<file path="src/rtl/neuron_train_ctrl.sv">
// ----------------------------------------------------------------------------
// neuron_train_ctrl
//
// Trains the neuron core over a small on-chip sample set and then serves
// single host inference requests through it.
// Training epochs run in LEARNING mode until an epoch has no mispredictions
// or the epoch limit is reached.
//
// Optional feature: define NEURON_TRAIN_CTRL_TIMEOUT_EN to add a watchdog on
// the result wait. Without it the block waits for results indefinitely and
// o_timeout is tied low.
//
// Ports:
//   i_clk, i_rst_n            clock, asynchronous active-low reset
//   i_start                   one-cycle pulse that begins training
//   i_smp_wr_*                training-sample write port (IDLE only)
//   o_busy / o_done           activity flag / end-of-training pulse
//   o_converged, o_timeout    outcome of the last training run
//   o_epoch_cnt, o_err_cnt    epochs completed / errors in last epoch
//   i_inf_vld/o_inf_rdy/i_inf_data   host inference request
//   o_inf_res_vld/o_inf_res_data     inference result pulse and bit
//   o_nrn_*, i_nrn_*          neuron data port (valid/ready) and result
// ----------------------------------------------------------------------------
module neuron_train_ctrl #(
    parameter int unsigned INPUTS_NUM     = 3,
    parameter int unsigned NUM_SAMPLES    = 8,
    parameter int unsigned MAX_EPOCHS     = 255,
    parameter int unsigned TIMEOUT_CYCLES = 64
) (
    input  logic                               i_clk,
    input  logic                               i_rst_n,
    input  logic                               i_start,
    input  logic                               i_smp_wr_en,
    input  logic [$clog2(NUM_SAMPLES)-1:0]     i_smp_wr_addr,
    input  logic [INPUTS_NUM-1:0]              i_smp_wr_data,
    input  logic                               i_smp_wr_exp,
    output logic                               o_busy,
    output logic                               o_done,
    output logic                               o_converged,
    output logic                               o_timeout,
    output logic [$clog2(MAX_EPOCHS+1)-1:0]    o_epoch_cnt,
    output logic [$clog2(NUM_SAMPLES+1)-1:0]   o_err_cnt,
    input  logic                               i_inf_vld,
    output logic                               o_inf_rdy,
    input  logic [INPUTS_NUM-1:0]              i_inf_data,
    output logic                               o_inf_res_vld,
    output logic                               o_inf_res_data,
    output logic                               o_nrn_mode,
    output logic                               o_nrn_in_vld,
    input  logic                               i_nrn_in_rdy,
    output logic [INPUTS_NUM-1:0]              o_nrn_in_data,
    output logic                               o_nrn_expected,
    input  logic                               i_nrn_result_vld,
    input  logic                               i_nrn_result_data
);

    localparam int unsigned AW = $clog2(NUM_SAMPLES);
    localparam int unsigned EW = $clog2(MAX_EPOCHS + 1);
    localparam int unsigned CW = $clog2(NUM_SAMPLES + 1);

    typedef enum logic [2:0] {
        StIdle, StIssue, StWaitRes, StEpochEnd, StInfIssue, StInfWait
    } state_t;

    state_t                 r_state;
    logic [INPUTS_NUM-1:0]  r_mem_data [NUM_SAMPLES];
    logic [NUM_SAMPLES-1:0] r_mem_exp;
    logic [AW-1:0]          r_idx;
    logic [CW-1:0]          r_acc;
    logic [EW-1:0]          r_epoch_cnt;
    logic [CW-1:0]          r_err_cnt;
    logic                   r_busy;
    logic                   r_done;
    logic                   r_converged;
    logic                   r_inf_en;
    logic                   r_inf_res_vld;
    logic                   r_inf_res_data;
    logic                   r_nrn_mode;
    logic                   r_nrn_in_vld;
    logic [INPUTS_NUM-1:0]  r_nrn_in_data;
    logic                   r_nrn_expected;

    logic [AW-1:0]          w_idx_nxt;
    logic                   w_last;
    logic                   w_mispredict;
    logic                   w_wr_ok;
    logic                   w_epoch_limit;

`ifdef NEURON_TRAIN_CTRL_TIMEOUT_EN
    localparam int unsigned TW = $clog2(TIMEOUT_CYCLES + 1);
    logic [TW-1:0]          r_to_cnt;
    logic                   r_timeout;
    logic                   w_to_hit;
    assign w_to_hit  = (r_to_cnt == TW'(TIMEOUT_CYCLES - 1));
    assign o_timeout = r_timeout;
`else
    logic                   w_unused_tmo;
    assign w_unused_tmo = (TIMEOUT_CYCLES != 0);
    assign o_timeout    = 1'b0;
`endif

    assign w_idx_nxt     = r_idx + AW'(1);
    assign w_last        = (r_idx == AW'(NUM_SAMPLES - 1));
    assign w_mispredict  = (i_nrn_result_data != r_nrn_expected);
    assign w_wr_ok       = (r_state == StIdle) && i_smp_wr_en &&
                           (32'(i_smp_wr_addr) < NUM_SAMPLES);
    // Old count plus the epoch finishing now reaches the limit.
    assign w_epoch_limit = ((32'(r_epoch_cnt) + 32'd1) == MAX_EPOCHS);

    // Ready depends on the live start input so start wins over a request.
    // r_inf_en keeps ready low while reset is asserted.
    assign o_inf_rdy      = r_inf_en && (r_state == StIdle) && !i_start;
    assign o_busy         = r_busy;
    assign o_done         = r_done;
    assign o_converged    = r_converged;
    assign o_epoch_cnt    = r_epoch_cnt;
    assign o_err_cnt      = r_err_cnt;
    assign o_inf_res_vld  = r_inf_res_vld;
    assign o_inf_res_data = r_inf_res_data;
    assign o_nrn_mode     = r_nrn_mode;
    assign o_nrn_in_vld   = r_nrn_in_vld;
    assign o_nrn_in_data  = r_nrn_in_data;
    assign o_nrn_expected = r_nrn_expected;

    // Sample memory
    always_ff @(posedge i_clk or negedge i_rst_n) begin
        if (!i_rst_n) begin
            for (int i = 0; i < int'(NUM_SAMPLES); i++) begin
                r_mem_data[i] <= '0;
            end
            r_mem_exp <= '0;
        end else if (w_wr_ok) begin
            r_mem_data[i_smp_wr_addr] <= i_smp_wr_data;
            r_mem_exp[i_smp_wr_addr]  <= i_smp_wr_exp;
        end
    end

    // Control FSM with registered outputs
    always_ff @(posedge i_clk or negedge i_rst_n) begin
        if (!i_rst_n) begin
            r_state        <= StIdle;
            r_idx          <= '0;
            r_acc          <= '0;
            r_epoch_cnt    <= '0;
            r_err_cnt      <= '0;
            r_busy         <= 1'b0;
            r_done         <= 1'b0;
            r_converged    <= 1'b0;
            r_inf_en       <= 1'b0;
            r_inf_res_vld  <= 1'b0;
            r_inf_res_data <= 1'b0;
            r_nrn_mode     <= 1'b0;
            r_nrn_in_vld   <= 1'b0;
            r_nrn_in_data  <= '0;
            r_nrn_expected <= 1'b0;
`ifdef NEURON_TRAIN_CTRL_TIMEOUT_EN
            r_to_cnt       <= '0;
            r_timeout      <= 1'b0;
`endif
        end else begin
            r_inf_en      <= 1'b1;
            r_done        <= 1'b0;
            r_inf_res_vld <= 1'b0;
            case (r_state)
                StIdle: begin
                    if (i_start) begin
                        r_epoch_cnt    <= '0;
                        r_err_cnt      <= '0;
                        r_converged    <= 1'b0;
                        r_idx          <= '0;
                        r_acc          <= '0;
                        r_busy         <= 1'b1;
                        r_nrn_mode     <= 1'b1;
                        r_nrn_in_vld   <= 1'b1;
                        r_nrn_in_data  <= r_mem_data[0];
                        r_nrn_expected <= r_mem_exp[0];
                        r_state        <= StIssue;
`ifdef NEURON_TRAIN_CTRL_TIMEOUT_EN
                        r_timeout      <= 1'b0;
`endif
                    end else if (i_inf_vld && r_inf_en) begin
                        r_busy         <= 1'b1;
                        r_nrn_mode     <= 1'b0;
                        r_nrn_in_vld   <= 1'b1;
                        r_nrn_in_data  <= i_inf_data;
                        r_nrn_expected <= 1'b0;
                        r_state        <= StInfIssue;
                    end
                end
                StIssue, StInfIssue: begin
                    if (i_nrn_in_rdy) begin
                        r_nrn_in_vld <= 1'b0;
                        r_state      <= (r_state == StIssue) ? StWaitRes : StInfWait;
`ifdef NEURON_TRAIN_CTRL_TIMEOUT_EN
                        r_to_cnt     <= '0;
`endif
                    end
                end
                StWaitRes: begin
                    if (i_nrn_result_vld) begin
                        if (w_mispredict) begin
                            r_acc <= r_acc + CW'(1);
                        end
                        if (w_last) begin
                            r_state <= StEpochEnd;
                        end else begin
                            r_idx          <= w_idx_nxt;
                            r_nrn_in_vld   <= 1'b1;
                            r_nrn_in_data  <= r_mem_data[w_idx_nxt];
                            r_nrn_expected <= r_mem_exp[w_idx_nxt];
                            r_state        <= StIssue;
                        end
                    end
`ifdef NEURON_TRAIN_CTRL_TIMEOUT_EN
                    else if (w_to_hit) begin
                        r_timeout   <= 1'b1;
                        r_converged <= 1'b0;
                        r_done      <= 1'b1;
                        r_busy      <= 1'b0;
                        r_state     <= StIdle;
                    end else begin
                        r_to_cnt <= r_to_cnt + TW'(1);
                    end
`endif
                end
                StEpochEnd: begin
                    r_epoch_cnt <= r_epoch_cnt + EW'(1);
                    r_err_cnt   <= r_acc;
                    if (r_acc == '0 || w_epoch_limit) begin
                        r_converged <= (r_acc == '0);
                        r_done      <= 1'b1;
                        r_busy      <= 1'b0;
                        r_state     <= StIdle;
                    end else begin
                        r_idx          <= '0;
                        r_acc          <= '0;
                        r_nrn_in_vld   <= 1'b1;
                        r_nrn_in_data  <= r_mem_data[0];
                        r_nrn_expected <= r_mem_exp[0];
                        r_state        <= StIssue;
                    end
                end
                StInfWait: begin
                    if (i_nrn_result_vld) begin
                        r_inf_res_vld  <= 1'b1;
                        r_inf_res_data <= i_nrn_result_data;
                        r_busy         <= 1'b0;
                        r_state        <= StIdle;
                    end
`ifdef NEURON_TRAIN_CTRL_TIMEOUT_EN
                    else if (w_to_hit) begin
                        r_inf_res_vld  <= 1'b1;
                        r_inf_res_data <= 1'b0;
                        r_timeout      <= 1'b1;
                        r_busy         <= 1'b0;
                        r_state        <= StIdle;
                    end else begin
                        r_to_cnt <= r_to_cnt + TW'(1);
                    end
`endif
                end
                default: begin
                    r_busy  <= 1'b0;
                    r_state <= StIdle;
                end
            endcase
        end
    end

endmodule

</file>
<file path="config.mk">
export PLATFORM = sky130hd
export DESIGN_NAME = neuron_train_ctrl
export DESIGN_NICKNAME = d
export VERILOG_FILES = /design/src/rtl/neuron_train_ctrl.sv
export SDC_FILE = /design/constraint.sdc
export NUM_CORES = 1
export LEC_CHECK = 0
export CORE_ASPECT_RATIO = 1.25
export CORE_MARGIN = 10
export CORE_UTILIZATION = 55
export DETAILED_ROUTE_END_ITERATION = 10
export PLACE_DENSITY = 0.89
export SLEW_MARGIN = 20
export SYNTH_ARGS = -nofsm -noshare
export SYNTH_HDL_FRONTEND = slang
export SYNTH_SLANG_ARGS = --single-unit
export TNS_END_PERCENT = 20
</file>
<file path="constraint.sdc">
create_clock -name i_clk -period 2.8 [get_ports i_clk]
set_input_delay 0.28 -clock i_clk [delete_from_list [all_inputs] [get_ports i_clk]]
set_output_delay 0.28 -clock i_clk [all_outputs]
set_load 0.02 [all_outputs]
</file>
==> summary.md <==
| Metric | Value |
|---|---|
| Worst VDD drop | `559 uV` |
| Number of nets still failing antenna checks after routing | `0` |
| Register area share after synthesis | `48.7%` |
| Placed Cells | `403` |
| CP max-delay cell | `clkdlybuf4s50_1` |
| GRT Total Usage | `15.8%` |
| Vias in the first global route | `2531` |
| H-tree levels | `3` |
| Worst Min Path Start | `o_nrn_mode` |
| CORE AREA | `5900 sq um` |
| Area after DPL | `3870 sq um` |
| Drt total wl | `7520 um` |
| Crit Path Max Fanout | `12` |
| Startpoint type of the worst setup path | `flop` |
| Finished Layout Cells | `420` |
| Status | `completed` |
| Reg clk slew, reported paths | `0.07 ns` |
| CP Capture Type | `primary output` |
| Post-Layout Inst Area | `4100 sq um` |
| Complex-gate fraction of the synthesized area | `10.1%` |
| RSZ-0062 raised after global routing | `no` |
| Num ports | `43` |
| Slew margin rel. | `51.6%` |
| Final #Nets | `357` |
| P per Cell Area | `923 nW/um^2` |
| R2R setup slack | `0.49 ns` |
| GPL Wtd Cong | `0.944` |
| Hold path cells | `2` |
| Combinational family with the most area after synthesis | `multiplexers` |
| Largest net degree at the start of global routing | `33` |
| Worst-Skew Late Latency | `0.35 ns` |
| Antenna violations before repair | `0` |
| Post-synth top area cell | `dfrtp_1` |
| Post-synth cell types | `56` |
| Tcrit/Tclk final | `84.9%` |
| Chip width | `90.3 um` |
| First-pass GRT wire length | `12500 um` |
| Synth Area in XOR/XNOR | `1.03%` |
| Via count | `2427` |
| Post-Synth Adder-Cell Area | `2.21%` |
| Top FF cell, synth | `dfrtp_1` |
| CP max stage delay | `0.60 ns` |
| Seq cells post-synth | `66` |
| CTS tree | `done` |
| CTS Buffer Depth | `2` |
| Startpoint of the worst register-to-register path | `o_epoch_cnt[0]` |
| Simple-gate portion of the synthesized area | `14.4%` |
| Syn Inst Count | `287` |
| Yosys top cell area share | `48.7%` |
| Post-Syn Area | `3390 sq um` |
| Detailed Routing Iterations Pass 1 | `5` |
| Layout Skew | `0.00704 ns` |
| Worst Max-Slew Pin Slew | `0.726 ns` |
| DPL Wire Length | `5650 um` |
| Most common cell in the synthesized netlist | `dfrtp_1` |
| Share of layout cells above drive strength 1 | `23.7%` |
| Buffers on Ports | `41` |
| Clk root buf | `clkbuf_8` |
| Crit path launch | `r_state[2]` |
| Final-report hold violation count | `0` |
| Row cnt | `31` |
| Final setup violation count | `0` |
| WHS Endpoint | `o_nrn_mode` |
| Post-route DRC | `0` |
| Crit path time final | `2.38 ns` |
| Synth area leaders | `dfrtp_1 (49%), mux2_2 (11%), mux4_2 (5.3%)` |
| Asr flop ratio synth | `100%` |
| Syn_area_per_cell | `11.8 sq um` |
| Initial Utilization | `57.6%` |
| Die area | `9730 sq um` |
| Hold buffer count at cts | `1` |
| Area Growth Syn to Fin | `20.8%` |
| Maxcap violations | `0` |
| Vias per inst | `5.78` |
| # clock sinks | `66` |
| Cts bufs inserted | `9` |
| YS warnings | `0` |
| Fmax | `420 MHz` |
| EDFF count, synth | `0` |
| Final hold slack | `0.483 ns` |
| Die boundary height | `108 um` |
| Post-synthesis mux area share | `20.8%` |
| Avg WL per Cell | `17.9 um` |
| Hold crit path type | `flop to flop` |
| Antenna diode count | `0` |
| Setup_tns | `0 ns` |
| Critical-path cell list | `nor3_4 -> and3b_1 -> clkdlybuf4s50_1` |
| Final core occ | `69.5%` |
| Worst r2r path cells | `8` |
| Total gr overflow | `0` |
| PostCTS Resize Cnt | `0` |
| Net Count, Synth | `311` |
| DRT iter0 DRCs | `87` |
| Max Slew Vio Count | `0` |
| Post-CTS setup buffer count | `0` |
| Critical path class | `flop to primary output` |
| Worst path required time | `2.52 ns` |
| Post-synth top cells | `dfrtp_1 (66), mux2_2 (33), nand2_1 (21), o21ai_0 (21), nand3_1 (16)` |
| Leakage power of the design | `0.00181 uW` |
| CP Data Arrival Time | `2.10 ns` |
| Reg2reg end | `o_nrn_in_data[0]` |
==> sequential cells by signal (all words and copies together), names as in the netlist, 3 cells and up <==
name / cells
r_mem_data: 24
o_epoch_cnt: 8
r_mem_exp: 8
o_err_cnt: 4
r_acc: 4
o_nrn_in_data: 3
r_idx: 3
r_state: 3
==> metal layers <==
layer | share of wire [%] | global-route usage (%) | routed length (um)
met1 | 40 | 17.0 | 3010
met2 | 54 | 29.0 | 4060
met3 | 4.0 | 3.49 | 297
met4 | 2.0 | 7.29 | 148
met5 | 0 | 0 | 0
==> logic make-up after synthesis <==
group / after synthesis
multiplexers: 54
AND/OR/NAND/NOR: 84
AO/OA/AOI/OAI: 53
other: 2
XOR/XNOR: 4
adder cells (fa/ha/maj): 6
flip-flops: 66
buffers and inverters: 18
==> critical path: cells and delay by family, from the launching register on <==
kind | cells | cell delay (ns)
buffers and inverters | 1 | 0.60
and+or+nand+nor | 2 | 0.59
DFF | 1 | 0.55
==> cell type report <==
cell class / count / area, sq um
multi-input combinational: 203 / 1650
fill: 453 / 1800
inverter: 7 / 28.8
tap: 82 / 103
sequential: 66 / 1650
timing repair buffer: 46 / 445
clock buffer: 9 / 124
clock inverter: 7 / 93.8
==> per-stage QoR <==
| stage | power [uW] | setup WS [ns] |
|---|---|---|
| 2_1_floorplan | 2450 | 0.573 |
| 3_3_place_gp | 2850 | 0.601 |
| 3_5_place_dp | 2920 | 0.496 |
| 4_1_cts | 3800 | 0.432 |
| 5_1_grt | 3990 | 0.353 |
| 6_report | 3790 | 0.422 |
==> worst max-delay path by stage <==
stage	endpoint	slack [ns]	depth (start not counted)
after CTS	o_inf_rdy	0.43	3
after global placement	r_idx[2]	0.60	7
after detailed placement	o_nrn_in_data[0]	0.50	8
after floorplan	o_nrn_expected	0.57	9
after global routing	o_inf_rdy	0.35	3
final	o_inf_rdy	0.42	3
==> power by group <==
part | internal (uW) | switching, uW
registers | 1270 | 241
clock network | 499 | 374
logic | 720 | 681
total | 2490 | 1300
==> cell usage in the layout, fill, tap and decap left out, types with 7 or more instances in the layout <==
master / n
clkdlybuf4s50_1: 40
mux2_2: 33
nor2_1: 15
a21oi_1: 12
o21ai_0: 21
clkbuf_8: 9
nand2_1: 21
nand3_1: 16
mux4_2: 8
and3_1: 7
mux2i_1: 7
dfrtp_1: 66
(Power assumes the default switching activity.)
